===== src/rtl/bram_word_reader.sv =====
// Assembles an NBYTES little-endian word from a byte-wide BRAM read port with
// one-cycle registered read latency, behind valid/ready request and response channels.
module bram_word_reader #(
  parameter int ADDR_W = 12,
  parameter int NBYTES = 4
) (
  input  logic                  clock,
  input  logic                  reset,
  input  logic                  req_valid,
  output logic                  req_ready,
  input  logic [ADDR_W-1:0]     req_addr,
  output logic                  resp_valid,
  input  logic                  resp_ready,
  output logic [8*NBYTES-1:0]   resp_data,
  output logic                  bram_en,
  output logic [ADDR_W-1:0]     bram_addr,
  input  logic [7:0]            bram_dout
);

  typedef enum logic [1:0] {
    IDLE  = 2'd0,
    ISSUE = 2'd1,
    DRAIN = 2'd2,
    RESP  = 2'd3
  } state_t;

  state_t              state_r;
  state_t              next_state_s;
  logic                accept_s;
  logic [1:0]          cnt_r;
  logic [1:0]          cnt_s;
  logic                pend_r;
  logic                pend_s;
  logic [1:0]          pidx_r;
  logic [1:0]          pidx_s;
  logic                bram_en_r;
  logic                bram_en_s;
  logic [ADDR_W-1:0]   bram_addr_r;
  logic [ADDR_W-1:0]   bram_addr_s;
  logic                resp_valid_r;
  logic                resp_valid_s;
  logic [8*NBYTES-1:0] resp_data_r;

  // Ready is gated by reset so it is low during reset and high in the first cycle after it.
  assign req_ready  = (state_r == IDLE) && !reset;
  assign accept_s   = (state_r == IDLE) && req_valid;
  assign bram_en    = bram_en_r;
  assign bram_addr  = bram_addr_r;
  assign resp_valid = resp_valid_r;
  assign resp_data  = resp_data_r;

  // State register.
  always_ff @(posedge clock or posedge reset) begin
    if (reset) begin
      state_r <= IDLE;
    end else begin
      state_r <= next_state_s;
    end
  end

  // Next-state logic.
  always_comb begin
    next_state_s = state_r;
    case (state_r)
      IDLE: begin
        if (accept_s) next_state_s = ISSUE;
        else          next_state_s = IDLE;
      end
      ISSUE: begin
        if (cnt_r == 2'(NBYTES - 1)) next_state_s = DRAIN;
        else                         next_state_s = ISSUE;
      end
      DRAIN:   next_state_s = RESP;
      RESP: begin
        if (resp_ready) next_state_s = IDLE;
        else            next_state_s = RESP;
      end
      default: next_state_s = IDLE;
    endcase
  end

  // Next values of the registered outputs, byte counter and sampling tracker.
  always_comb begin
    cnt_s       = cnt_r;
    bram_addr_s = bram_addr_r;
    pend_s      = 1'b0;
    pidx_s      = cnt_r;
    case (state_r)
      IDLE: begin
        cnt_s = 2'd0;
        if (accept_s) bram_addr_s = req_addr;
        else          bram_addr_s = bram_addr_r;
      end
      ISSUE: begin
        // The byte issued now arrives next cycle; remember which lane it fills.
        pend_s = 1'b1;
        if (next_state_s == ISSUE) begin
          cnt_s       = cnt_r + 2'd1;
          bram_addr_s = bram_addr_r + ADDR_W'(1'b1);
        end else begin
          cnt_s       = 2'd0;
          bram_addr_s = bram_addr_r;
        end
      end
      default: begin
        cnt_s = 2'd0;
      end
    endcase
    bram_en_s    = (next_state_s == ISSUE);
    resp_valid_s = (next_state_s == RESP);
  end

  // Output, counter and data-assembly registers.
  always_ff @(posedge clock or posedge reset) begin
    if (reset) begin
      cnt_r        <= 2'd0;
      pend_r       <= 1'b0;
      pidx_r       <= 2'd0;
      bram_en_r    <= 1'b0;
      bram_addr_r  <= {ADDR_W{1'b0}};
      resp_valid_r <= 1'b0;
      resp_data_r  <= {(8*NBYTES){1'b0}};
    end else begin
      cnt_r        <= cnt_s;
      pend_r       <= pend_s;
      pidx_r       <= pidx_s;
      bram_en_r    <= bram_en_s;
      bram_addr_r  <= bram_addr_s;
      resp_valid_r <= resp_valid_s;
      if (accept_s) begin
        resp_data_r <= {(8*NBYTES){1'b0}};
      end else if (pend_r) begin
        for (int i = 0; i < NBYTES; i++) begin
          if (int'(pidx_r) == i) resp_data_r[8*i +: 8] <= bram_dout;
        end
      end
    end
  end

endmodule


===== config.mk =====
export PLATFORM = sky130hd
export DESIGN_NAME = bram_word_reader
export DESIGN_NICKNAME = d
export VERILOG_FILES = /design/src/rtl/bram_word_reader.sv
export SDC_FILE = /design/constraint.sdc
export NUM_CORES = 1
export LEC_CHECK = 0
export BUFFER_PORTS_ARGS = -buffer_cell sky130_fd_sc_hd__buf_4
export CAP_MARGIN = 40
export CORE_UTILIZATION = 55
export DETAILED_ROUTE_END_ITERATION = 7
export PLACE_DENSITY_LB_ADDON = 0.05
export SLEW_MARGIN = 20
export SYNTH_ARGS = -nofsm -noshare
export SYNTH_HDL_FRONTEND = slang
export SYNTH_SLANG_ARGS = --single-unit

===== constraint.sdc =====
create_clock -name clock -period 3.9 [get_ports clock]
set_input_delay 0 -clock clock [delete_from_list [all_inputs] [get_ports clock]]
set_output_delay 0 -clock clock [all_outputs]
set_load 0.05 [all_outputs]

==> metrics <==
filler-free cell count of the finished design=roughly 350; antenna viol nets, final=0; post-CTS setup-driven buffer insertion count=0; maximum fanout along the worst path=20; worst-case reg-to-reg path depth=6; CTS root buffer=clkbuf_8; cell count after placement=about 330; hold violation total from the final report=0; Die Footprint=about 0.0045 mm2; effective utilization at floorplan=around three fifths; gate count after technology mapping=approximately 220; unrepaired setup endpoints after global routing=no; final-layout setup total negative slack=0 ns; clock latency on the worst-skew pair=around 0.30 ns; sequential cell area fraction in the yosys report=roughly 56%; worst path cell trace=ha_1 -> nand2b_1 -> a21o_2 -> inv_2 -> a21oi_1 -> a31oi_1; final cycle utilization of the critical path=roughly 46%; largest net degree at the start of global routing=33; HPWL Detailed=about 3500 um; count of yosys warnings during synthesis=0; cell at the slowest stage of the critical path=dfrtp_1; Total Wirelength=a little over 5000 um; die height=just under 70 um; Worst Path Arrival=around 2.0 ns; number of levels in the clock H-tree=2; horizontal die dimension=roughly 67 um; highest clock rate=about 560 MHz; synth-to-layout area growth=32.78%; delay of the slowest critical-path stage=~0.41 ns; standard-cell row count=23; Startpoint Class=flip-flop; clock tree from TritonCTS=built; DRC violation total after the first TritonRoute iteration=approximately 170; maximum capacitance violations=0; setup slack of the worst register-to-register path=between 2 and 2.5 ns; Hold/Removal Path Class=in2reg; placer's final routability congestion estimate=approximately 0.8; Final Max Tran Viols=0; leading cell types in the layout, fill and taps excluded=72 x buf_4, 53 x dfrtp_1, 39 x nor2_1; largest clock skew in the final design=0.005238 ns; Via-to-Cell Ratio=about 5.5; most common cell after layout, fill and taps aside=buf_4; number of antenna violations at the first check in global routing=0; vias in the first global route=~1.7k; final setup violation count=0; cts repair resizes=0; predominant post-synthesis flop cell=dfrtp_1; net count after synthesis=roughly 240; global router's overall resource usage=24.12%; Post-synth EDFFs=0; Max transition margin=a little over half; result of the run=complete, no violations; I/O Pins=71; clock transition at the register clock pins on the worst setup and hold paths after CTS=about 0.09 ns; via count=~1.9k; number of register bits inferred by synthesis=between 50 and 60; n_diodes=0; TritonCTS Sinks=between 50 and 60; nature of the critical path endpoint=flip-flop; Worst Max-Slew Pin Slew=0.7018 ns; Clock Tree Buf Depth=2; count of different cell masters after synthesis=35; Period minus WS final=around 1.8 ns; critical path class=reg2reg; Port Buffer Count=70; final layout net count=between 300 and 400; layout cell share with drive strength beyond 1=approximately 29%; critical path required time=about 4.1 ns; summed area of non-filler cells in the final layout=0.003127 mm2; wire length of the first global-routing pass=7935 um; async set-or-reset flop fraction in the synthesized netlist=100.0%; dpl cell area=0.002913 mm2; Avg Cell Area, Syn=10.85 um2; cell count along the critical path=6; instance count along the most critical hold path=3; post-route DRC violation count=0; detailed-router iteration count before antenna repair=4; placeable core region=a little over 0.004 mm2; TritonCTS Buffers=5; family with the most delay on the worst path=compound AO/OA/AOI/OAI gates; total congestion overflow after global routing=0; post-DR wirelength/cell=around 15 um; Mapped Area=around 0.0024 mm2; Filler Cell Count=305; hold bufs inserted after CTS=12; Critical path buffers and inverters=1; post-route worst hold slack=roughly 0.012 ns
[per-layer routing]
layer / up-vias / routed length (um) / track usage, %
met1: 903 / 2364 / 31.91
met5: - / 0 / 0
met4: 0 / 76 / 9.309
li1: 925 / - / -
met2: 63 / 2380 / 38.75
met3: 7 / 266 / 5.236
[cell type report]
type	count	area, um2	share of cell area [%]
flip-flops and latches	53	1326	42.42
multi-input cells	148	942.2	30.13
repair buffers	85	688.2	22.01
clock buffers	7	86.33	2.761
well taps	50	62.56	2.001
inverters	5	21.27	0.6803
[state kept, by name, summed over array words and instances, names as in the netlist]
signal / cells
bram_addr: 12
bram_en: 1
cnt_r: 2
pend_r: 1
pidx_r: 2
resp_data: 32
resp_valid: 1
state_r: 2
[cells in the mapped netlist (2+ instances only)]
| cell | count | area (um2) |
|---|---|---|
| nor2_1 | 39 | 146.4 |
| a31oi_1 | 4 | 25.02 |
| buf_6 | 2 | 22.52 |
| inv_1 | 3 | 11.26 |
| a41o_1 | 2 | 20.02 |
| nor3b_1 | 3 | 22.52 |
| and3_1 | 2 | 12.51 |
| nand2_1 | 13 | 48.80 |
| a21oi_1 | 12 | 60.06 |
| mux2i_1 | 32 | 320.3 |
| nand2b_1 | 3 | 18.77 |
| o22ai_1 | 5 | 31.28 |
| nor3_1 | 3 | 15.01 |
| nand3_1 | 5 | 25.02 |
| a2bb2oi_1 | 3 | 26.28 |
| o21ai_0 | 6 | 30.03 |
| buf_2 | 6 | 30.03 |
| ha_1 | 2 | 25.02 |
| buf_4 | 3 | 22.52 |
| nand3b_1 | 2 | 15.01 |
| dfrtp_1 | 53 | 1326 |
[final timing paths]
| path | start | to |
|---|---|---|
| hold reg to reg | cnt_r[1]$_DFF_PP0_ | pidx_r[1]$_DFF_PP0_ |
| hold / removal | req_addr[0] | bram_addr[0]$_DFFE_PP0P_ |
| setup reg to reg | cnt_r[0]$_DFF_PP0_ | bram_addr[6]$_DFFE_PP0P_ |
| max in group asynchronous | reset | resp_data[16]$_DFFE_PP0P_ |
| min in group asynchronous | reset | bram_addr[4]$_DFFE_PP0P_ |
| setup / recovery | cnt_r[0]$_DFF_PP0_ | bram_addr[6]$_DFFE_PP0P_ |
[per-stage QoR]
step	setup slack (ns)	utilization, %
floorplan	2.162	-
global placement	2.258	71.11
detailed placement	2.189	71.79
CTS	2.151	76.87
global route	2.027	77.06
finish	2.124	77.06
[cell families after synthesis]
logic type | Yosys count | synth area share (%)
AOI/OAI and AO/OA | 41 | 11.11
adders and majority gates | 2 | 1.063
buffers and inverters | 16 | 4.091
DFF | 53 | 56.32
muxes | 32 | 13.60
and+or+nand+nor | 73 | 13.82
[tightest hold or removal path, cell delays in order]
cell     delay [ns]
buf_4          0.08
o21ai_0        0.08
o21ai_1        0.12
Power is not shown: default switching activity piles up to over one toggle a cycle in this logic, so the estimate is an artifact.
